--- config.mk ---
export PLATFORM = sky130hd
export DESIGN_NAME = operand_axis_split
export DESIGN_NICKNAME = d
export VERILOG_FILES = /design/src/rtl/adder_axis_pkg.sv /design/src/rtl/operand_split_skid.sv /design/src/rtl/operand_axis_split.sv
export SDC_FILE = /design/constraint.sdc
export NUM_CORES = 1
export LEC_CHECK = 0
export ABC_AREA = 1
export CAP_MARGIN = 20
export CORE_AREA = 2 2 39 41
export CTS_CLUSTER_DIAMETER = 80
export DETAILED_ROUTE_END_ITERATION = 10
export DIE_AREA = 0 0 41 43
export DONT_BUFFER_PORTS = 1
export GPL_ROUTABILITY_DRIVEN = 0
export GPL_TIMING_DRIVEN = 1
export MAX_ROUTING_LAYER = met4
export PLACE_DENSITY_LB_ADDON = 0.3
export SETUP_SLACK_MARGIN = 0.02
export SLEW_MARGIN = 0
export SYNTH_ARGS = -nofsm -noshare
export SYNTH_HDL_FRONTEND = slang
export SYNTH_HIERARCHICAL = 1
export SYNTH_SLANG_ARGS = --single-unit
export TNS_END_PERCENT = 1
--- constraint.sdc ---
create_clock -name aclk -period 2.3 [get_ports aclk]
set_input_delay 0.46 -clock aclk [delete_from_list [all_inputs] [get_ports aclk]]
set_output_delay 0.46 -clock aclk [all_outputs]
set_load 0.005 [all_outputs]
--- src/rtl/adder_axis_pkg.sv ---
// Shared widths, operand field offsets and pending-flag encoding
// for the AXI-Stream adder and its operand splitter.
package adder_axis_pkg;

   // Round a bit width up to whole bytes, as AXI-Stream tdata requires.
   function automatic int axis_width(input int w);
      return ((w + 7) / 8) * 8;
   endfunction

   function automatic int op1_lsb(input int w);
      return 0 * w;
   endfunction

   function automatic int op2_lsb(input int w);
      return w;
   endfunction

   // {pend1, pend2}
   typedef enum logic [1:0] {
      PEND_EMPTY = 2'b00,
      PEND_ONLY2 = 2'b01,
      PEND_ONLY1 = 2'b10,
      PEND_BOTH  = 2'b11
   } pend_t;

endpackage

--- src/rtl/operand_split_skid.sv ---
// One-entry skid register with a registered upstream ready.
// Cuts the combinational path from downstream ready to in_ready.
module operand_split_skid #(
   parameter int W = 8
) (
   input  logic         aclk,
   input  logic         aresetn,
   input  logic [W-1:0] in_data,
   input  logic         in_valid,
   output logic         in_ready,
   output logic [W-1:0] out_data,
   output logic         out_valid,
   input  logic         out_ready
);

   logic         full_q, full_d;
   logic         rdy_q, rdy_d;
   logic [W-1:0] skid_q, skid_d;
   logic         in_take;

   always_comb begin
      in_take   = in_valid & rdy_q;
      out_valid = full_q | in_take;
      out_data  = full_q ? skid_q : in_data;
      full_d    = full_q;
      skid_d    = skid_q;
      if (full_q) begin
         if (out_ready) full_d = 1'b0;
      end else if (in_take && !out_ready) begin
         full_d = 1'b1;
         skid_d = in_data;
      end
      rdy_d = ~full_d;
   end

   always_ff @(posedge aclk) begin
      if (!aresetn) begin
         full_q <= 1'b0;
         rdy_q  <= 1'b0;
         skid_q <= '0;
      end else begin
         full_q <= full_d;
         rdy_q  <= rdy_d;
         skid_q <= skid_d;
      end
   end

   assign in_ready = rdy_q;

endmodule

--- src/rtl/operand_axis_split.sv ---
// Splits a packed operand pair into two independently handshaked
// AXI-Stream outputs. OPERAND_SPLIT_SKID_EN adds a registered-ready skid.
module operand_axis_split
   import adder_axis_pkg::*;
#(
   parameter int ADDER_WIDTH    = 4,
   parameter int IN_AXIS_WIDTH  = axis_width(2 * ADDER_WIDTH),
   parameter int OUT_AXIS_WIDTH = axis_width(ADDER_WIDTH)
) (
   input  logic                      aclk,
   input  logic                      aresetn,
   input  logic [IN_AXIS_WIDTH-1:0]  data_i_tdata,
   input  logic                      data_i_tvalid,
   output logic                      data_i_tready,
   output logic [OUT_AXIS_WIDTH-1:0] data1_o_tdata,
   output logic                      data1_o_tvalid,
   input  logic                      data1_o_tready,
   output logic [OUT_AXIS_WIDTH-1:0] data2_o_tdata,
   output logic                      data2_o_tvalid,
   input  logic                      data2_o_tready
);

   localparam int PW  = 2 * ADDER_WIDTH;
   localparam int L1  = op1_lsb(ADDER_WIDTH);
   localparam int L2  = op2_lsb(ADDER_WIDTH);

   pend_t            pend_q, pend_d;
   logic [PW-1:0]    hold_q, hold_d;
   logic             pend1, pend2;
   logic             hs1, hs2;
   logic             load_ok, acc;
   logic             up_valid;
   logic [PW-1:0]    up_data;
   logic             unused_in;

   assign unused_in = ^data_i_tdata;

`ifdef OPERAND_SPLIT_SKID_EN
   operand_split_skid #(
      .W (PW)
   ) u_skid (
      .aclk      (aclk),
      .aresetn   (aresetn),
      .in_data   (data_i_tdata[PW-1:0]),
      .in_valid  (data_i_tvalid),
      .in_ready  (data_i_tready),
      .out_data  (up_data),
      .out_valid (up_valid),
      .out_ready (load_ok)
   );
`else
   assign up_data       = data_i_tdata[PW-1:0];
   assign up_valid      = data_i_tvalid;
   assign data_i_tready = load_ok;
`endif

   assign pend1 = pend_q[1];
   assign pend2 = pend_q[0];

   // hold may be refilled once every pending operand leaves this cycle
   always_comb begin
      hs1     = pend1 & data1_o_tready;
      hs2     = pend2 & data2_o_tready;
      load_ok = (~pend1 | data1_o_tready) & (~pend2 | data2_o_tready);
      acc     = up_valid & load_ok;
      hold_d  = hold_q;
      pend_d  = pend_t'({pend1 & ~hs1, pend2 & ~hs2});
      if (acc) begin
         hold_d = up_data;
         pend_d = PEND_BOTH;
      end
   end

   always_ff @(posedge aclk) begin
      if (!aresetn) begin
         pend_q <= PEND_EMPTY;
         hold_q <= '0;
      end else begin
         pend_q <= pend_d;
         hold_q <= hold_d;
      end
   end

   assign data1_o_tvalid = pend1;
   assign data2_o_tvalid = pend2;
   assign data1_o_tdata  = OUT_AXIS_WIDTH'(hold_q[L1 +: ADDER_WIDTH]);
   assign data2_o_tdata  = OUT_AXIS_WIDTH'(hold_q[L2 +: ADDER_WIDTH]);

endmodule
==> flow_summary.json, run 1 <==
{
  "run_status": "complete, no violations",
  "drive_gt1_share_pct": 10.3,
  "cp-end-kind": "output pin",
  "cts.repair.resized": 0,
  "ys_seq_elements": 10,
  "synth_area_sq_um": 604,
  "synthDistinctLibCells": 14,
  "cp.arrival_ns": 0.95,
  "hp-start": "aresetn",
  "switching_share_pct": 27.6,
  "die_y_um": 43,
  "grt_max_degree": 12,
  "grt_overflow": 0,
  "route.detailed.drc": 0,
  "grt_pass1_wl_um": 1350,
  "post_drt_via_cell_ratio": 4.06,
  "power_density_nw_per_um2": 650,
  "post_cts_buffers": 0,
  "nets": 102,
  "rsz0062_at_grt": "no",
  "grt_usage_pct": 11.6,
  "dieArea_sq_um": 1760,
  "core_sq_um": 1380,
  "clock_path_buffers": 2,
  "crit_required_ns": 1.84,
  "p_comb_share_pct": 15.4,
  "ys_top_cells_by_area": "dfxtp_1 (33%), inv_1 (17%), nand2_1 (11%), buf_4 (9.9%), nand4_1 (8.3%)",
  "dp_hpwl_um": 741,
  "synth_warnings": 6,
  "leakage_uw": 0.000359,
  "wire_per_inst_um": 9.13,
  "final.setup_skew_ns": 0.00587,
  "clock_latency_ns": 0.26,
  "finalMaxSlewViolations": 0,
  "crit_type": "reg -> out",
  "crit_path_start_kind": "flip-flop",
  "cts_made_buffers": 3,
  "seq_power_share_pct": 53.4,
  "clock.fmax_mhz": 710,
  "rows": 14,
  "r2r_end": "hold_q[7]",
  "clock_sinks": 10,
  "wl_um": 940,
  "die_w_um": 41,
  "syn-mean-instance-area_sq_um": 6.79,
  "power_switching_uw": 103,
  "cts_hold_buf": 0,
  "syn_inst": 89,
  "clkSlewWorstSetupHoldPaths_ns": 0.07,
  "synth_top_area_cell": "dfxtp_1",
  "h-tree-depth": 1,
  "p_int_uw": 270,
  "first_pass_iters": 3,
  "start_util_pct": 43.7,
  "dr.first_iter.drc_count": 1,
  "peakVddDrop_v": 0.000217,
  "timing.reg2reg.setup_slack_ns": 1.33,
  "n_antenna_cell": 0,
  "fin_hold_ws_ns": 0.315,
  "portBuffers": 0,
  "seq_area_frac_synth_pct": 33.1,
  "area_growth_pct": -4.97,
  "final-setup-viol-count": 0,
  "ioPinCount": 32,
  "reg2regPathDepth": 5,
  "ant_nets": 0,
  "r2r_start": "pend_q[0]",
  "antenna_found_initial": 0,
  "p_clk_share_pct": 31.1,
  "hold_class": "in -> reg",
  "grt_pass1_vias": 341,
  "finalCritPeriodShare_pct": 61.2,
  "root_buffer": "clkbuf_4",
  "cts_tree": "yes",
  "hold-path-endpoint": "hold_q[0]",
  "max_cap_viol_count": 0,
  "fin_crit_ns": 1.41,
  "hold_depth": 2,
  "setup_tns_ns": 0,
  "finalPower_uw": 373,
  "synth_top_area_share_pct": 33.1,
  "worst-path-max-fanout": 11,
  "vias": 418,
  "finalHoldViolCount": 0
}
-- cell usage after synthesis, drive strengths merged --
master  count
inv        28
nand2      19
buf        12
dfxtp      10
nand4       8
nor2        8
a21oi       2
conb        1
nand3       1
-- critical path: stages (launching register included) --
cell	delay (ns)
dfxtp_1	0.36
nand2_2	0.16
nand2_1	0.11
inv_1	0.05
-- final cells by class --
cell class / count / area [sq um]
clock buffers: 3 / 22.5
multi-input cells: 46 / 226
flip-flops and latches: 10 / 200
fillers: 166 / 810
inverters: 28 / 105
well taps: 16 / 20.0
-- power by group through the flow --
stage | Combinational (uW) | Clock [uW] | Sequential, uW
finish | 57.6 | 116 | 199
CTS | 58.7 | 120 | 200
global placement | 57.4 | 0 | 204
detailed placement | 58.2 | 0 | 204
floorplan | 70.1 | 0 | 202
global route | 67.6 | 127 | 202
-- routing by layer --
layer | global-route usage [%] | wire [um] | vias up | part of all wire, %
li1 | - | - | 234 | -
met1 | 15.2 | 429 | 168 | 46
met2 | 15.0 | 445 | 14 | 47
met3 | 1.57 | 51 | 2 | 5.4
met4 | 10.0 | 14 | 0 | 1.5
met5 | - | 0 | - | 0
-- flip-flops by register name, summed over array words and instances (netlist names) --
name	flops
pend_q	2
hold_q	8
-- worst max-delay path by stage --
stage / from / to / slack, ns
3_3_place_gp: data2_o_tready / data_i_tready / 1.03
6_report: pend_q[0] / data_i_tready / 0.89
4_1_cts: pend_q[0] / data_i_tready / 0.88
5_1_grt: pend_q[0] / data_i_tready / 0.83
3_5_place_dp: data2_o_tready / data_i_tready / 1.02
2_1_floorplan: data1_o_tready / data_i_tready / 1.04
-- layout by cell type, fill, tap and decap left out, drive strengths merged --
cell type and count:
conb 8, nand2 19, nand4 8, inv 28, clkbuf 3, nand3 1
nor2 8, a21oi 2, dfxtp 10
-- per-stage QoR --
step | std cells | util (%) | cell area, sq um | setup WS [ns]
after CTS | 103 | 41.5 | 574 | 0.880
after floorplan | 96 | - | 631 | 1.04
after detailed placement | 100 | 39.9 | 552 | 1.02
after global placement | 100 | 39.9 | 552 | 1.03
final | 103 | 41.5 | 574 | 0.892
after global routing | 103 | 41.5 | 574 | 0.827
-- cell families after synthesis --
| logic type | after synthesis | share of synthesized area, % |
|---|---|---|
| other cells | 1 | 0.621 |
| compound gates | 2 | 1.66 |
| simple gates | 36 | 30.9 |
| buf+inv | 40 | 33.7 |
| flops | 10 | 33.1 |
(Power assumes the default switching activity.)
==> run 2: changes to the inputs <==
- clock period: 2.3 -> 1.4 ns (I/O delays scaled with it)
==> flow_summary.json, run 2 (synthesized netlist as in run 1, its figures left out) <==
{
  "route.detailed.drc": 0,
  "clock.fmax_mhz": 813,
  "peakVddDrop_v": 0.000370,
  "clock_latency_ns": 0.26,
  "cts_made_buffers": 3,
  "fin_hold_ws_ns": 0.136,
  "p_comb_share_pct": 15.5,
  "most-common-layout-cells": "inv_1 (28), nand2_1 (17), dfxtp_1 (10)",
  "finalCritPeriodShare_pct": 87.9,
  "rows": 14,
  "wire_per_inst_um": 9.35,
  "finalMaxSlewViolations": 0,
  "leakage_uw": 0.000359,
  "power_density_nw_per_um2": 1070,
  "ioPinCount": 32,
  "fin_crit_ns": 1.23,
  "area_growth_pct": -4.97,
  "wl_um": 963,
  "final_common_cell": "inv_1",
  "final-setup-viol-count": 0,
  "cp-end-kind": "output pin",
  "clkSlewWorstSetupHoldPaths_ns": 0.06,
  "setup_tns_ns": 0,
  "dr.first_iter.drc_count": 4,
  "design_area_sq_um": 574,
  "grt_pass1_wl_um": 1400,
  "seqCellArea_sq_um": 200,
  "r2r_start": "pend_q[0]",
  "final.setup_skew_ns": 0.00246,
  "clock_sinks": 10,
  "grt_overflow": 0,
  "clock_path_buffers": 2,
  "nFillCells": 159,
  "rsz0062_at_grt": "no",
  "portBuffers": 0,
  "reg_top3": "hold_q: 8 flops, pend_q: 2 flops",
  "cts.repair.resized": 0,
  "max_cap_viol_count": 0,
  "post_drt_via_cell_ratio": 4.17,
  "h-tree-depth": 1,
  "core_sq_um": 1380,
  "crit_required_ns": 1.12,
  "dp_hpwl_um": 718,
  "ant_nets": 0,
  "crit_path_start_kind": "flip-flop",
  "nets": 102,
  "post_cts_buffers": 0,
  "switching_share_pct": 27.4,
  "r2r_end": "hold_q[6]",
  "seq_power_share_pct": 53.6,
  "dieArea_sq_um": 1760,
  "first_pass_iters": 4,
  "cts_hold_buf": 0,
  "drive_gt1_share_pct": 10.3,
  "layout.cells.non_filler": 103,
  "cts_tree": "yes",
  "finalPower_uw": 612,
  "grt_max_degree": 12,
  "antenna_found_initial": 0,
  "dp.cells": 100,
  "place_area_sq_um": 552,
  "multiInputGateArea_sq_um": 226,
  "critPathLaunch": "pend_q[0]",
  "vias": 429,
  "grt_usage_pct": 12.9,
  "n_antenna_cell": 0,
  "finalHoldViolCount": 0,
  "p_int_uw": 444,
  "top_register": "hold_q",
  "critical_path.endpoint": "data_i_tready",
  "die_w_um": 41,
  "reg2regPathDepth": 5,
  "cp.arrival_ns": 0.95,
  "grt_pass1_vias": 319,
  "timing.reg2reg.setup_slack_ns": 0.42,
  "start_util_pct": 43.7,
  "p_clk_share_pct": 30.9,
  "worst-path-max-fanout": 11,
  "largest_register_ffs": 8,
  "run_status": "complete, no violations",
  "hold_class": "in -> reg",
  "die_y_um": 43,
  "power_switching_uw": 168,
  "root_buffer": "clkbuf_4",
  "crit_type": "reg -> out"
}
==> run 2: cell counts in the layout (fill, tap and decap cells not counted) <==
No cell type changed its count.
==> run 2: stage by stage <==
| step | setup slack, ns | utilization (%) |
|---|---|---|
| detailed placement | 0.426 | 39.9 |
| floorplan | 0.468 | - |
| global placement | 0.438 | 39.9 |
| global route | 0.0776 | 41.5 |
| finish | 0.170 | 41.5 |
| CTS | 0.156 | 41.5 |
==> run 2: critical path, cell delays in order, from the launching register on <==
cell and delay (ns):
dfxtp_1 0.36, nand2_2 0.17, nand2_1 0.12, inv_1 0.05
==> run 2: how the worst min path moves through the flow <==
stage	from	endpoint	cells after the start	slack, ns
floorplan	hold_q[0]	hold_q[0]	4	0.50
global placement	aresetn	hold_q[0]	2	0.41
detailed placement	aresetn	hold_q[0]	2	0.41
CTS	aresetn	hold_q[0]	2	0.13
global route	aresetn	hold_q[1]	2	0.12
finish	aresetn	hold_q[0]	2	0.14
==> run 2: layout make-up <==
cell class              instances  area share, %
clock buffers                   3           3.92
multi-input cells              46           39.4
well taps                      16           3.49
inverters                      28           18.3
flip-flops and latches         10           34.9
==> run 2: per-layer routing <==
metal,track usage (%),share of wire (%),vias to the layer above
met3,4.71,4.7,2
met4,12.0,2.0,0
met1,15.6,44,174
met2,15.6,49,14
li1,-,-,239
met5,-,0,-
==> run 2: power groups by stage <==
stage / clock network [uW] / registers, uW / logic, uW
floorplan: 0 / 331 / 115
global placement: 0 / 334 / 94.5
detailed placement: 0 / 335 / 95.0
CTS: 199 / 328 / 96.3
global route: 217 / 332 / 110
finish: 189 / 328 / 94.7
